$ cat config.mk
export PLATFORM = sky130hd
export DESIGN_NAME = mem_arbiter
export DESIGN_NICKNAME = d
export VERILOG_FILES = /design/src/rtl/mem_arbiter.sv
export SDC_FILE = /design/constraint.sdc
export NUM_CORES = 1
export LEC_CHECK = 0
export ABC_AREA = 0
export CORE_ASPECT_RATIO = 1.25
export CORE_MARGIN = 2
export CORE_UTILIZATION = 31
export CTS_BUF_LIST = sky130_fd_sc_hd__clkbuf_2
export DETAILED_ROUTE_END_ITERATION = 12
export PLACE_DENSITY_LB_ADDON = 0.05
export SYNTH_ARGS = -nofsm -noshare
export SYNTH_HDL_FRONTEND = slang
export SYNTH_SLANG_ARGS = --single-unit
$ cat constraint.sdc
create_clock -name clk -period 2.79 [get_ports clk]
set_clock_uncertainty 0.15 [all_clocks]
set_input_delay 0.837 -clock clk [delete_from_list [all_inputs] [get_ports clk]]
set_output_delay 0.837 -clock clk [all_outputs]
set_load 0.01 [all_outputs]
$ cat src/rtl/mem_arbiter.sv
// Single-port memory arbiter: data port has priority over instruction fetch, reads wait MEM_LAT cycles.
// Optional macro ARB_STARVE_GUARD_EN lets a starved fetch win after STARVE_MAX consecutive denials.
module mem_arbiter #(
    parameter int ADDR_W     = 32,
    parameter int DATA_W     = 32,
    parameter int MEM_LAT    = 1,
    parameter int STARVE_MAX = 4
) (
    input  logic              clk,
    input  logic              rst,
    input  logic              if_req,
    input  logic [ADDR_W-1:0] if_addr,
    output logic              if_gnt,
    output logic              if_rvalid,
    output logic [DATA_W-1:0] if_rdata,
    input  logic              d_req,
    input  logic              d_we,
    input  logic [ADDR_W-1:0] d_addr,
    input  logic [DATA_W-1:0] d_wdata,
    output logic              d_gnt,
    output logic              d_rvalid,
    output logic [DATA_W-1:0] d_rdata,
    output logic              mem_en,
    output logic              mem_we,
    output logic [ADDR_W-1:0] mem_addr,
    output logic [DATA_W-1:0] mem_wdata,
    input  logic [DATA_W-1:0] mem_q,
    output logic              busy
);

    typedef enum logic {IDLE, RD_WAIT} state_t;

    state_t            state_q, state_d;
    logic [2:0]        latCnt_q, latCnt_d;
    logic              ownerData_q, ownerData_d;
    logic [DATA_W-1:0] ifRdata_q, dRdata_q;
    logic              ifRvalid_q, dRvalid_q;
    logic              fetchWin, dataWin, capture, starveHit;

    if (MEM_LAT < 1 || MEM_LAT > 4 || STARVE_MAX < 1) begin : g_badParams
        $error("mem_arbiter: MEM_LAT must be 1..4 and STARVE_MAX at least 1");
    end

`ifdef ARB_STARVE_GUARD_EN
    localparam int SW = $clog2(STARVE_MAX + 1);
    logic [SW-1:0] starve_q, starve_d;

    assign starveHit = (starve_q == SW'(STARVE_MAX));

    // Count consecutive arbitration losses of a waiting fetch; saturates at STARVE_MAX.
    always_comb begin
        starve_d = starve_q;
        if (!if_req || fetchWin) begin
            starve_d = '0;
        end else if (state_q == IDLE && !starveHit) begin
            starve_d = starve_q + 1'b1;
        end
    end

    always_ff @(posedge clk or posedge rst) begin
        if (rst) begin
            starve_q <= '0;
        end else begin
            starve_q <= starve_d;
        end
    end
`else
    assign starveHit = 1'b0;
`endif

    // Outputs are forced quiet while reset is held, even though the state is already IDLE.
    always_comb begin
        state_d     = state_q;
        latCnt_d    = latCnt_q;
        ownerData_d = ownerData_q;
        fetchWin    = 1'b0;
        dataWin     = 1'b0;
        capture     = 1'b0;
        busy        = 1'b0;
        mem_en      = 1'b0;
        mem_we      = 1'b0;
        mem_addr    = '0;
        mem_wdata   = '0;
        if (!rst) begin
            unique case (state_q)
                IDLE: begin
                    if (if_req && (!d_req || starveHit)) begin
                        fetchWin = 1'b1;
                    end else if (d_req) begin
                        dataWin = 1'b1;
                    end
                    if (dataWin) begin
                        mem_en    = 1'b1;
                        mem_we    = d_we;
                        mem_addr  = d_addr;
                        mem_wdata = d_wdata;
                    end else if (fetchWin) begin
                        mem_en   = 1'b1;
                        mem_addr = if_addr;
                    end
                    if (fetchWin || (dataWin && !d_we)) begin
                        state_d     = RD_WAIT;
                        latCnt_d    = 3'(MEM_LAT);
                        ownerData_d = dataWin;
                    end
                end
                RD_WAIT: begin
                    busy     = 1'b1;
                    latCnt_d = latCnt_q - 3'd1;
                    if (latCnt_q == 3'd1) begin
                        capture = 1'b1;
                        state_d = IDLE;
                    end
                end
                default: state_d = IDLE;
            endcase
        end
    end

    always_ff @(posedge clk or posedge rst) begin
        if (rst) begin
            state_q     <= IDLE;
            latCnt_q    <= '0;
            ownerData_q <= 1'b0;
            ifRdata_q   <= '0;
            dRdata_q    <= '0;
            ifRvalid_q  <= 1'b0;
            dRvalid_q   <= 1'b0;
        end else begin
            state_q     <= state_d;
            latCnt_q    <= latCnt_d;
            ownerData_q <= ownerData_d;
            ifRvalid_q  <= capture && !ownerData_q;
            dRvalid_q   <= capture && ownerData_q;
            if (capture && !ownerData_q) begin
                ifRdata_q <= mem_q;
            end
            if (capture && ownerData_q) begin
                dRdata_q <= mem_q;
            end
        end
    end

    assign if_gnt    = fetchWin;
    assign d_gnt     = dataWin;
    assign if_rvalid = ifRvalid_q;
    assign d_rvalid  = dRvalid_q;
    assign if_rdata  = ifRdata_q;
    assign d_rdata   = dRdata_q;

endmodule

Word-level counts from Yosys, hierarchy flattened
Cells that the tools add are included.
W data, S select, Z words.
{"block": "word_totals", "register_bits": 71, "word_cells": 57}
{"block": "classes", "add_sub_neg": 1, "n_eq_ne": 2, "n_mux": 35, "bitwise_logic": 2, "reduce_logical": 10}
{"cell": "$mux W32", "count": 7}
{"cell": "$mux W1", "count": 25}
{"cell": "$pmux W3 S2", "count": 1}
{"cell": "$logic_and A1 B1 Y1", "count": 4}
{"cell": "$eq A3 B1 Y1 const B", "count": 1}
{"cell": "$logic_not A1 Y1", "count": 3}
{"cell": "$mux W3", "count": 1}
{"cell": "$reduce_and A3 Y1", "count": 1}
{"cell": "$sub A3 B1 Y3 const B", "count": 1}
{"cell": "$ne A2 B2 Y1 const B", "count": 1}
{"cell": "$not A1 Y1", "count": 2}
{"cell": "$pmux W1 S2", "count": 1}
{"cell": "$reduce_and A2 Y1", "count": 1}
{"cell": "$logic_or A1 B1 Y1", "count": 1}

Logic depth before layout (Yosys ltp)
{"block": "logic_depth", "word_depth": 9, "depth_mapped": 7, "depth_no_buf": 5}

Worst setup path after synthesis
Ideal clock, no wire load.
{"block": "synth_timing", "path_type": "input-to-output", "start": "in rst", "end": "out mem_addr[22]", "arrival_ps": 1818, "path_slack_ps": -15, "stages": 4, "path_buffers": 2, "cell_sequence": "buf_6 > nor4b_2 > buf_2 > a22o_1"}
{"block": "synth_between", "elab_chain_len": 1}
{"element": "start: declaration", "line": "10", "text": "input logic rst,"}
{"element": "$mux W32", "line": "84", "text": "if (!rst) begin"}
{"element": "end: declaration", "line": "25", "text": "output logic [ADDR_W-1:0] mem_addr,"}
Every way passes these cells.

Worst setup path after layout
{"block": "layout_timing", "start": "in rst", "end": "out mem_addr[25]"}
Same word-level chain as after synthesis.

==> impl_metrics.ini <==
[outcome]
status = finished with violations
violations = negative setup slack

[grt]
gr-total-overflow = 0
grt_pass1_wl_um = 20600
grt_pass1_vias = 3606
met1_usage_pct = 23.8
gr-usage-met2_pct = 41.1
grt_busiest_layer = met2
grt_usage_pct = 23.0
met3_usage_pct = 8.77
grt_max_degree = 51
antenna_found_initial = 1

[placed_design]
routabilityCongestion = 0.822
dp_cells = 649
pre_cts_ws_ns = -0.914
hpwl_um = 11000
placed_area_mm2 = 0.00638
port_buffers = 267

[die]
core-area_mm2 = 0.0110
rows = 43
start_util_pct = 31.5
pin_count = 268
die_w_um = 98.6
dieHeight_um = 122
die_area_mm2 = 0.0121

[finish]
final_nets = 682
layout_commonest_cell = clkdlybuf4s50_1
final_area_mm2 = 0.00686
layout.cells.non_filler = 687
final_cell_mix = clkdlybuf4s50_1, dfrtp_1, buf_6
fin_util_pct = 62.2
drive_above_1_share_pct = 41.7
area_growth_pct = 97.7

[power]
vdd_drop_max_mv = 0.230
power_mw = 5.30
power.leakage_nw = 3.11
pwr_density_cell_mw_per_mm2 = 773

[detailed_routing]
avgRoutedWirePerCell_um = 21.0
ant_nets = 0
drc = 0
first_iter_violations = 104
via_count = 3301
drt_pass1_iterations = 4
routed_wl_um = 14400
via_per_inst = 4.80

[synth]
netlist_top_cells_area = dfrtp_1, mux2_4, mux2_2
postSynthCellCount = 248
synth_nets = 383
synth.distinct_cells = 28
yosys.area.top_type_share_pct = 51.2
seq_area_frac_synth_pct = 51.2
yosys_warnings = 0
synth.largest_area_cell = dfrtp_1
ys_ff_latch = 71
synth_area_per_cell_um2 = 14.0
synth_area_mm2 = 0.00347

[timing]
max_slew.worst_pin.slew_ns = 0.298
rsz0062_at_grt = true
timing.fmax_ghz = 0.337
hold_slack_ns = 0.355
setup_tns_ns = -4.00
hold_viol = 0
period_share_pct = 106
setup_viol = 61
slew_headroom_pct = 79.9
finalWorstSetupSlack_ns = -0.178
fin_crit_ns = 2.97
finalMaxSlewViolations = 0

[critical_path]
r2r_slack_ns = 0.90
critPathMaxFanout = 8
cp-end-kind = output port
critPathLaunchType = input port
critPathKind = in2out
required_ns = 1.80
worstPathArrival_ns = 1.98

[clock_network]
cts-root-buf = clkbuf_2
cts_tree = yes
htreeDepth = 3
clk_latency_ns = 0.48
clk_pin_slew_worst_paths_ns = 0.16
cts_buffer_depth = 2
cts.sinks = 71
cts_buffers = 9

[flow_run]
cap_violations = 0

[worst_hold_path]
hold_path.class = reg2reg
## power breakdown
part	total [mW]	internal, mW	switching, mW
clock	0.553	0.208	0.345
combinational	2.94	1.91	1.03
sequential	1.81	1.53	0.287
total	5.30	3.65	1.66
## routing by layer
metal / vias up / part of all wire [%]
li1: 1491 / -
met2: 172 / 53
met1: 1608 / 34
met4: 0 / 3.9
met3: 30 / 8.8
met5: - / 0
## registers in the layout, indices dropped and copies added, names as in the netlist
signal and cells:
if_rvalid 1, if_rdata 32, ownerData_q 1, d_rdata 32, state_q 1, d_rvalid 1, latCnt_q 3
## critical path, cell delays in order
cell and delay (ns):
buf_4 0.14, nor4b_4 0.30, buf_4 0.19, buf_12 0.11, buf_16 0.11, a22o_1 0.16
buf_2 0.14
## synth_stat cells
cell / number
o31ai_1: 1
buf_6: 3
mux2_4: 29
nor4b_2: 1
buf_12: 3
nor3_1: 2
a22o_1: 32
nor2_1: 2
nor2b_4: 1
o21ai_0: 3
clkbuf_8: 2
inv_1: 6
buf_2: 6
mux2_2: 35
mux2i_1: 1
clkbuf_1: 5
nand2_2: 1
nor2b_1: 1
nor3b_2: 1
and4bb_4: 1
a21o_1: 1
or2_2: 1
ha_1: 2
and2_1: 33
nand3b_1: 1
a21oi_1: 2
o311ai_0: 1
dfrtp_1: 71
## logic make-up (layout without fill, tap and decap cells)
logic type                 count (synthesis)  in the layout  share of synthesized area [%]
AOI/OAI and AO/OA                         40             40                           9.48
adders and majority gates                  2              2                          0.721
buffers and inverters                     25            328                           5.55
DFF                                       71             71                           51.2
muxes                                     65             65                           24.2
other                                      0              1                              0
and+or+nand+nor                           45             45                           8.87
## worst paths after layout
path,cells past startpoint,endpoint,from
worst min-delay path,1,latCnt_q[2]$_DFFE_PP0P_,latCnt_q[2]$_DFFE_PP0P_
worst max-delay path,7,mem_addr[25],rst
worst min register to register,1,latCnt_q[2]$_DFFE_PP0P_,latCnt_q[2]$_DFFE_PP0P_
max in group asynchronous,4,d_rdata[6]$_DFFE_PP0P_,rst
min in group asynchronous,4,ownerData_q$_DFFE_PP0P_,rst
worst max register to register,6,d_rdata[4]$_DFFE_PP0P_,state_q$_DFFE_PP0N_
## layout make-up
type,instances,area [um2]
clock buffer,11,55.1
tap,135,169
fill,903,4170
multi-input combinational,152,1610
antenna,1,2.50
sequential,71,1780
inverter,6,26.3
timing repair buffer,307,3170
clock inverter,4,47.5
## what timing repair did
action / in CTS / in global routing
pin swaps: 14 / 50
hold buffers: 0 / 0
resized for setup: 314 / 80
setup endpoints to repair: 69 / 67
cloned: 7 / 3
buffers inserted: 14 / 3
Power figures use the tool's default switching activity.
